**src/rtl/nibble_serial_pkg.sv**
```systemverilog
// Shared constants, state encoding and sizing helper for the nibble-serial adder.
package nibble_serial_pkg;

   localparam int NIBBLE_W = 4;

   localparam logic [1:0] IDLE = 2'd0;
   localparam logic [1:0] RUN  = 2'd1;
   localparam logic [1:0] DONE = 2'd2;

   typedef enum logic [1:0] {
      ST_IDLE = IDLE,
      ST_RUN  = RUN,
      ST_DONE = DONE
   } state_e;

   // Width needed to index 'value' items; never less than one bit.
   function automatic int clog2(input int value);
      int res;
      res = 0;
      while ((1 << res) < value) begin
         res = res + 1;
      end
      if (res < 1) begin
         res = 1;
      end
      return res;
   endfunction

endpackage

```
**src/rtl/parallel_adder.sv**
```systemverilog
// 4-bit ripple-carry adder: the single per-nibble datapath reused every cycle.
module parallel_adder
   import nibble_serial_pkg::*;
(
   input  logic [NIBBLE_W-1:0] a_i,
   input  logic [NIBBLE_W-1:0] b_i,
   input  logic                c_i,
   output logic [NIBBLE_W-1:0] s_o,
   output logic                c_o
);

   logic [NIBBLE_W:0] carry;

   // Full-adder chain, carry rippling from bit 0 upward.
   always_comb begin
      carry    = '0;
      s_o      = '0;
      carry[0] = c_i;
      for (int i = 0; i < NIBBLE_W; i++) begin
         s_o[i]       = a_i[i] ^ b_i[i] ^ carry[i];
         carry[i + 1] = (a_i[i] & b_i[i]) | (carry[i] & (a_i[i] ^ b_i[i]));
      end
      c_o = carry[NIBBLE_W];
   end

endmodule

```
**src/rtl/nibble_serial_adder.sv**
```systemverilog
// Wide adder that sequences operands one nibble per clock through one 4-bit adder.
//
// Handshakes: a transfer happens on a rising clk edge where valid and ready
// are both 1. in_ready/out_valid come from registered state only, so neither
// depends combinationally on in_valid or out_ready. Once a result is offered,
// out_valid stays high and sum/cout stay stable until out_ready is seen.
module nibble_serial_adder
   import nibble_serial_pkg::*;
#(
   parameter int NIBBLES = 4
) (
   input  logic                          clk,
   input  logic                          rst_n,
   input  logic                          in_valid,
   output logic                          in_ready,
   input  logic [NIBBLE_W*NIBBLES-1:0]   a,
   input  logic [NIBBLE_W*NIBBLES-1:0]   b,
   input  logic                          cin,
   output logic                          out_valid,
   input  logic                          out_ready,
   output logic [NIBBLE_W*NIBBLES-1:0]   sum,
   output logic                          cout,
   output state_e                        dbg_state_o
);

   localparam int W     = NIBBLE_W * NIBBLES;
   localparam int IDX_W = clog2(NIBBLES);
   localparam logic [IDX_W-1:0] LAST_IDX = IDX_W'(NIBBLES - 1);

   state_e              state_q;
   logic [IDX_W-1:0]    idx_q;
   logic                carry_q;
   logic [W-1:0]        a_q;
   logic [W-1:0]        b_q;
   logic [W-1:0]        sum_q;
   logic [W-1:0]        sum_d;
   logic                cout_q;
   logic                in_ready_q;
   logic                out_valid_q;

   logic [NIBBLE_W-1:0] nib_a;
   logic [NIBBLE_W-1:0] nib_b;
   logic [NIBBLE_W-1:0] nib_s;
   logic                nib_c;

   // Pick the operand nibbles addressed by the index counter.
   always_comb begin
      nib_a = '0;
      nib_b = '0;
      for (int i = 0; i < NIBBLES; i++) begin
         if (idx_q == IDX_W'(i)) begin
            nib_a = a_q[i*NIBBLE_W +: NIBBLE_W];
            nib_b = b_q[i*NIBBLE_W +: NIBBLE_W];
         end
      end
   end

   parallel_adder u_nibble_adder (
      .a_i (nib_a),
      .b_i (nib_b),
      .c_i (carry_q),
      .s_o (nib_s),
      .c_o (nib_c)
   );

   // Drop the freshly computed nibble into its slot of the running sum.
   always_comb begin
      sum_d = sum_q;
      for (int i = 0; i < NIBBLES; i++) begin
         if (idx_q == IDX_W'(i)) begin
            sum_d[i*NIBBLE_W +: NIBBLE_W] = nib_s;
         end
      end
   end

   // Control FSM plus all datapath registers; flags are registered with the state.
   always_ff @(posedge clk or negedge rst_n) begin
      if (!rst_n) begin
         state_q     <= ST_IDLE;
         idx_q       <= '0;
         carry_q     <= 1'b0;
         a_q         <= '0;
         b_q         <= '0;
         sum_q       <= '0;
         cout_q      <= 1'b0;
         in_ready_q  <= 1'b1;
         out_valid_q <= 1'b0;
      end else begin
         case (state_q)
            ST_IDLE: begin
               if (in_valid) begin
                  a_q        <= a;
                  b_q        <= b;
                  carry_q    <= cin;
                  sum_q      <= '0;
                  cout_q     <= 1'b0;
                  idx_q      <= '0;
                  in_ready_q <= 1'b0;
                  state_q    <= ST_RUN;
               end
            end
            ST_RUN: begin
               sum_q   <= sum_d;
               carry_q <= nib_c;
               if (idx_q == LAST_IDX) begin
                  // Index holds at the last nibble rather than wrapping.
                  cout_q      <= nib_c;
                  out_valid_q <= 1'b1;
                  state_q     <= ST_DONE;
               end else begin
                  idx_q <= idx_q + IDX_W'(1);
               end
            end
            ST_DONE: begin
               // Retiring costs one edge; the next accept needs another.
               if (out_ready) begin
                  out_valid_q <= 1'b0;
                  in_ready_q  <= 1'b1;
                  state_q     <= ST_IDLE;
               end
            end
            default: begin
               out_valid_q <= 1'b0;
               in_ready_q  <= 1'b1;
               state_q     <= ST_IDLE;
            end
         endcase
      end
   end

   assign in_ready    = in_ready_q;
   assign out_valid   = out_valid_q;
   assign sum         = sum_q;
   assign cout        = cout_q;
   assign dbg_state_o = state_q;

endmodule

```
**config.mk**
```make
export PLATFORM = sky130hd
export DESIGN_NAME = nibble_serial_adder
export DESIGN_NICKNAME = d
export VERILOG_FILES = /design/src/rtl/nibble_serial_pkg.sv /design/src/rtl/parallel_adder.sv /design/src/rtl/nibble_serial_adder.sv
export SDC_FILE = /design/constraint.sdc
export NUM_CORES = 1
export LEC_CHECK = 0
export BUFFER_PORTS_ARGS = -buffer_cell sky130_fd_sc_hd__buf_2
export CAP_MARGIN = 5
export CORE_ASPECT_RATIO = 1.75
export CORE_MARGIN = 2
export CORE_UTILIZATION = 45
export CTS_BUF_LIST = sky130_fd_sc_hd__clkbuf_4 sky130_fd_sc_hd__clkbuf_8
export DETAILED_ROUTE_END_ITERATION = 7
export GPL_TIMING_DRIVEN = 0
export MAX_ROUTING_LAYER = met4
export PLACE_DENSITY = 0.7
export SLEW_MARGIN = 0
export SYNTH_ARGS = -nofsm -noshare
export SYNTH_HDL_FRONTEND = slang
export SYNTH_SLANG_ARGS = --single-unit
export TNS_END_PERCENT = 1
```
**constraint.sdc**
```tcl
create_clock -name clk -period 2.8 [get_ports clk]
set_input_delay 0.42 -clock clk [delete_from_list [all_inputs] [get_ports clk]]
set_output_delay 0.42 -clock clk [all_outputs]
set_load 0.01 [all_outputs]
```
==> results.cfg, run 1 <==
[place]
portBuffers = 57
postPlaceCellArea_um2 = 3260
dpl.hpwl_mm = 4.62
place_congestion = 0.789

[drt]
ant_nets = 0
drtIter0Drc = 134
drc = 0
vias = 2077
wl_mm = 6.48
drtPass1Iterations = 4
viasPerCell = 5.37
wl_per_cell_um = 16.7

[sta]
fin_ws_ps = -177
relSlewSlack = 0.521
timing.fmax_mhz = 336
finalSetupViolations = 6
hold_violations = 0
rsz0062_at_grt = yes
slew_violations = 0
clock_skew_ps = 13.8
worst_slew_pin_slew_ps = 718
period_needed_ps = 2980
post-route-period-util = 1.06

[critical_path]
arrival_ps = 3230
crit_chain = inv_4 -> ha_2 -> nand2b_1 -> buf_4 -> o221ai_2 -> fa_2 -> fa_2 -> inv_2 -> fa_2 -> fa_2 -> nand2b_4 -> o211ai_1
end_kind = flip-flop
worst_setup_path_start_kind = flip-flop
cp_slowest_stage_delay_ps = 580
path_common_cell = fa_2
required_ps = 3050
worstSetupPathType = reg -> reg
crit_path_max_fanout = 8
cpMaxStageDelayCell = fa_2

[synthesis]
async_flop_share = 1.00
ys_ff_latch = 56
synth_cell_type_count = 35
synth-simple-area-share = 0.131
synth_xor_area_frac = 0
ys_top_cells_by_count = 55 x dfrtp_1, 55 x nand2_1, 30 x mux2_4
synth_edf_count = 0
ys_top_cells_by_area = dfrtp_1 48%, mux2_4 16%, nand2_1 7.3%
yosys_warnings = 0
yosys.area.top_type = dfrtp_1
syn_inst = 235
ys.flop_type = dfrtp_1
synthAdderAreaFrac = 0.0458
syn_nets = 280
synth.cell_area_um2 = 2840
yosysSeqAreaShare = 0.493
synth.avg_cell_area_um2 = 12.1
synth_top_family_by_area = multiplexers
synthMuxAreaShare = 0.166
synth.top_cell.area_share = 0.484
synth_compound_area_frac = 0.116

[floorplanning]
die_height_um = 109
rows = 38
die_x_um = 64.1
start_util = 0.463
io_pins = 58
fp.dieArea_um2 = 6990
core-area_um2 = 6130

[finish]
areaGrowthSynthToFinish_pct = 23.0
finalInstanceArea_um2 = 3500
fillCellCount = 529
regArea_um2 = 1410
final_util = 0.570
fin_nets = 351
multi_input_area_um2 = 1390
diodes = 0
drive_gt1_frac = 0.453

[cts]
clk_path_buf_depth = 2
clkSinkCount = 56
cts.clk_slew.worst_paths_ps = 110
cts_tree = yes
cts_buffers = 5
cts-root-buf = clkbuf_8
hold_buffers = 0
htreeDepth = 2
clk_latency_ps = 330

[min_path]
hold_path_class = in -> async

[grt]
grt_antenna_before_repair = 0
grt_remaining_overflow = 0
grt_first_pass_wirelength_mm = 10.6
grt_use_total = 0.206
grt_max_degree = 57
grt_pass1_vias = 2178

[pwr]
power.density_nw_per_um2 = 1390
p_leak_nw = 1.59
total_power_mw = 4.85
peakVddDrop_v = 0.000630

[job]
drv_cap = 0

[run_status]
status = complete, but fails checks
violations = setup timing
kinds of logic (layout without fill, tap and decap cells):
logic type,after synthesis,in the layout
and+or+nand+nor,78,78
DFF,56,56
AOI/OAI and AO/OA,43,43
muxes,32,32
buffers and inverters,18,90
adders and majority gates,8,8
per-stage QoR:
step | std cells | worst slack, ps | TNS, ps | hold slack (ps)
global route | 387 | -306 | -1890 | 196
floorplan | 235 | -90.8 | -395 | 124
detailed placement | 372 | -551 | -4060 | 491
finish | 387 | -177 | -918 | 136
CTS | 387 | -157 | -726 | 311
global placement | 372 | -488 | -3500 | 485
final cells by class:
| cell class | count | share of cell area |
|---|---|---|
| multi-input cells | 161 | 0.398 |
| well taps | 80 | 0.0286 |
| clock inverters | 1 | 0.00215 |
| clock buffers | 7 | 0.0258 |
| repair buffers | 65 | 0.0995 |
| flip-flops and latches | 56 | 0.402 |
| plain buffers | 11 | 0.0365 |
| inverters | 6 | 0.00751 |
metal layers:
metal | routed length, µm | vias up | track usage
li1 | - | 975 | -
met1 | 2470 | 1034 | 0.214
met2 | 3580 | 56 | 0.367
met3 | 238 | 12 | 0.0413
met4 | 186 | 0 | 0.104
met5 | 0 | - | -
repair_timing:
action / 4_1_cts / 5_1_grt
pin swaps: 5 / 0
setup endpoints to repair: 12 / 10
buffers inserted: 8 / 0
resized for setup: 21 / 1
path summary, 6_finish.rpt:
kind	start	to	slack, ps	cells after the start
hold / removal	rst_n	a_q[12]$_DFFE_PN0P_	140	1
min in group clk	b[3]	b_q[3]$_DFFE_PN0P_	320	2
max in group asynchronous	rst_n	idx_q[0]$_DFFE_PN0P_	2150	1
hold reg to reg	sum[1]$_DFFE_PN0P_	sum[1]$_DFFE_PN0P_	510	2
setup reg to reg	idx_q[0]$_DFFE_PN0P_	sum[7]$_DFFE_PN0P_	-180	12
setup / recovery	idx_q[0]$_DFFE_PN0P_	sum[7]$_DFFE_PN0P_	-180	12
where the power goes:
group	switching (mW)	total [mW]	internal, mW	leakage (nW)
combinational	1.47	2.92	1.45	0.858
sequential	0.263	1.45	1.19	0.681
clock	0.275	0.486	0.212	0.0479
worst max-delay path: cells and delay by family, from the launching register on:
kind	cells	cell delay, ps
DFF	1	490
buffers and inverters	3	310
AOI/OAI and AO/OA	2	340
and+or+nand+nor	2	160
adders and majority gates	5	1590
registers in the layout, indices dropped and copies added (netlist names):
signal and count:
b_q 16, cout 1, out_valid 1, idx_q 2, dbg_state_o 2, a_q 16
sum 16, in_ready 1, carry_q 1
cell usage in the layout (no fill, tap or decap), types with 3 or more instances in the layout:
cell,n
buf_2,56
nand2_1,54
dfrtp_1,53
mux2_4,30
o211ai_1,13
buf_4,12
o311ai_0,8
clkbuf_8,6
nand3b_1,5
o22ai_1,4
a31oi_1,4
nor2b_1,4
fa_2,4
nand2b_4,3
buf_12,3
a21oi_1,3
nand3_1,3
ha_4,3
Note: power is estimated with default switching activity, not from simulation.
==> run 2: changes to the inputs <==
--- a/config.mk
+++ b/config.mk
@@ -5,6 +5,7 @@
 export SDC_FILE = /design/constraint.sdc
 export NUM_CORES = 1
 export LEC_CHECK = 0
+export ABC_AREA = 1
 export BUFFER_PORTS_ARGS = -buffer_cell sky130_fd_sc_hd__buf_2
 export CAP_MARGIN = 5
 export CORE_ASPECT_RATIO = 1.75
@@ -14,7 +15,7 @@
 export DETAILED_ROUTE_END_ITERATION = 7
 export GPL_TIMING_DRIVEN = 0
 export MAX_ROUTING_LAYER = met4
-export PLACE_DENSITY = 0.7
+export PLACE_DENSITY = 0.71
 export SLEW_MARGIN = 0
 export SYNTH_ARGS = -nofsm -noshare
 export SYNTH_HDL_FRONTEND = slang
==> results.cfg, run 2 <==
[run_status]
status = complete, but fails checks
violations = setup timing

[critical_path]
reg2reg_slack_ps = -90
worstSetupPathType = reg -> reg
arrival_ps = 3110
crit_path_max_fanout = 10
required_ps = 3010
end_kind = flip-flop
worst_setup_path_start_kind = flip-flop

[sta]
timing.fmax_mhz = 346
period_needed_ps = 2890
clock_skew_ps = 3.73
rsz0062_at_grt = yes
relSlewSlack = 0.639
slew_violations = 0
post-route-period-util = 1.03
worst_slew_pin_slew_ps = 542
finalSetupViolations = 4
fin_ws_ps = -93.6
hold_violations = 0

[place]
portBuffers = 57
dp_cells = 473
post-place-ws_ps = -380
place_congestion = 0.888
dpl.hpwl_mm = 4.50

[drt]
vias = 2330
drc = 0
wl_mm = 6.07
wl_per_cell_um = 12.5
ant_nets = 0
viasPerCell = 4.78
drtPass1Iterations = 4
drtIter0Drc = 54

[synthesis]
ys_top_cells_by_count = 175 x nand2_1, 55 x dfrtp_1, 18 x inv_1
ys_ff_latch = 56
synth_xor_area_frac = 0
synthAdderAreaFrac = 0.0484
synth.top_cell.area_share = 0.512
yosysSeqAreaShare = 0.522
synth_edf_count = 0
ys.flop_type = dfrtp_1
synth-simple-area-share = 0.318
yosys.area.top_type = dfrtp_1
synth.cell_area_um2 = 2690
yosys_warnings = 0
syn_nets = 383
yosysMostFrequentCell = nand2_1
synth.avg_cell_area_um2 = 7.96
ys_top_cells_by_area = dfrtp_1 51%, nand2_1 24%, nand3_1 3.2%
syn_inst = 338
synth_top_family_by_area = simple AND/OR/NAND/NOR gates
synth_cell_type_count = 22
synth_compound_area_frac = 0.0517
synthMuxAreaShare = 0
async_flop_share = 1.00

[finish]
areaGrowthSynthToFinish_pct = 22.8
layout_commonest_cell = nand2_1
multi_input_area_um2 = 1150
diodes = 0
mostFrequentLayoutCells = 174 x nand2_1, 63 x buf_2, 54 x dfrtp_1, 16 x nand3_1
final_cells = 487
fillCellCount = 574
drive_gt1_frac = 0.279
regArea_um2 = 1400
fin_nets = 453

[grt]
grt_use_total = 0.203
grt_first_pass_wirelength_mm = 10.3
met1_usage = 0.219
grt_pass1_vias = 2292
grt_max_degree = 57
grtUsageMet2 = 0.359
met3_usage = 0.0275
grt_antenna_before_repair = 0
grt_remaining_overflow = 0
grt-busiest-layer = met2

[floorplanning]
start_util = 0.461
rows = 37
die_x_um = 62.4
io_pins = 58
fp.dieArea_um2 = 6630
die_height_um = 106
core-area_um2 = 5830

[cts]
cts-root-buf = clkbuf_8
clkSinkCount = 56
cts.clk_slew.worst_paths_ps = 100
clk_path_buf_depth = 2
hold_buffers = 0
cts_tree = yes
cts_buffers = 5
clk_latency_ps = 310
htreeDepth = 2

[pwr]
comb_power_share = 0.560
p_seq_frac = 0.329
p_sw_frac = 0.459
peakVddDrop_v = 0.000523
p_sw_mw = 1.90
total_power_mw = 4.14
p_leak_nw = 1.87
p_int_mw = 2.24
power.density_nw_per_um2 = 1250
power.share.clock = 0.110

[min_path]
hold_path_class = in -> async

[job]
drv_cap = 0
## run 2: cell count changes after synthesis, moves of 5 or more
cell | before | now
a21oi_1 | 3 | 14
inv_1 | 5 | 18
mux2_4 | 30 | 0
nand2_1 | 55 | 175
nand3_1 | 3 | 17
nor2_1 | 2 | 13
o211ai_1 | 13 | 0
o21ai_0 | 2 | 7
o311ai_0 | 8 | 0
## run 2: power groups by stage
| stage | clock (mW) | sequential [mW] | combinational (mW) |
|---|---|---|---|
| final | 0.457 | 1.36 | 2.32 |
| after global routing | 0.492 | 1.40 | 2.65 |
| after CTS | 0.465 | 1.36 | 2.32 |
| after detailed placement | 0 | 1.38 | 2.09 |
| after global placement | 0 | 1.37 | 2.04 |
| after floorplan | 0 | 1.39 | 1.47 |
## run 2: what timing repair did
action                     CTS  global route
pin swaps                    2             1
resized for setup           23             2
setup buffers                4             1
setup endpoints to repair   10            10
## run 2: routing by layer
layer  vias to the layer above  part of all wire
met5                         -                 0
met4                         0             0.042
met3                        16             0.031
met2                        56              0.53
met1                      1087              0.40
li1                       1171                 -
## run 2: cell families (layout without fill, tap and decap cells)
family,count (synthesis),in the layout
AND/OR/NAND/NOR,215,215
flip-flops,56,56
buffers and inverters,34,105
AO/OA/AOI/OAI,25,25
adder cells (fa/ha/maj),8,8
## run 2: worst paths after layout
check / startpoint / endpoint / depth (start not counted)
max: idx_q[1]$_DFFE_PN0P_ / sum[15]$_DFFE_PN0P_ / 17
min: rst_n / out_valid$_DFFE_PN0P_ / 1
max reg2reg: idx_q[1]$_DFFE_PN0P_ / sum[15]$_DFFE_PN0P_ / 17
min reg2reg: in_ready$_DFFE_PN1P_ / in_ready$_DFFE_PN1P_ / 2
max in group asynchronous: rst_n / idx_q[0]$_DFFE_PN0P_ / 2
min in group clk: a[4] / a_q[4]$_DFFE_PN0P_ / 3
## run 2: critical path: stages (launching register included)
cell,delay (ps)
dfrtp_1,410
inv_1,90
ha_1,160
buf_6,140
clkinv_8,80
nand2_1,90
nand3_2,80
nand2_1,70
nand2_1,60
fa_2,340
fa_2,340
inv_2,60
fa_2,190
fa_1,420
inv_2,80
nor2_4,50
nand2_2,80
nand2_1,50
## run 2: cell type report
type                            count  area share
Inverter                           21      0.0314
Multi-Input combinational cell    248       0.350
Timing Repair Buffer               63       0.104
Clock buffer                        6      0.0231
Clock inverter                      2     0.00492
Sequential cell                    56       0.425
Buffer                             13      0.0326
Tap cell                           78      0.0295
## run 2: per-stage QoR
step	setup TNS [ps]	hold WS, ps	utilization	instance area (µm²)
after floorplan	0	124	-	2690
after global placement	-1980	456	0.527	3080
after detailed placement	-2550	460	0.527	3080
after CTS	-304	288	0.561	3270
after global routing	-1540	109	0.566	3300
final	-337	77.7	0.566	3300
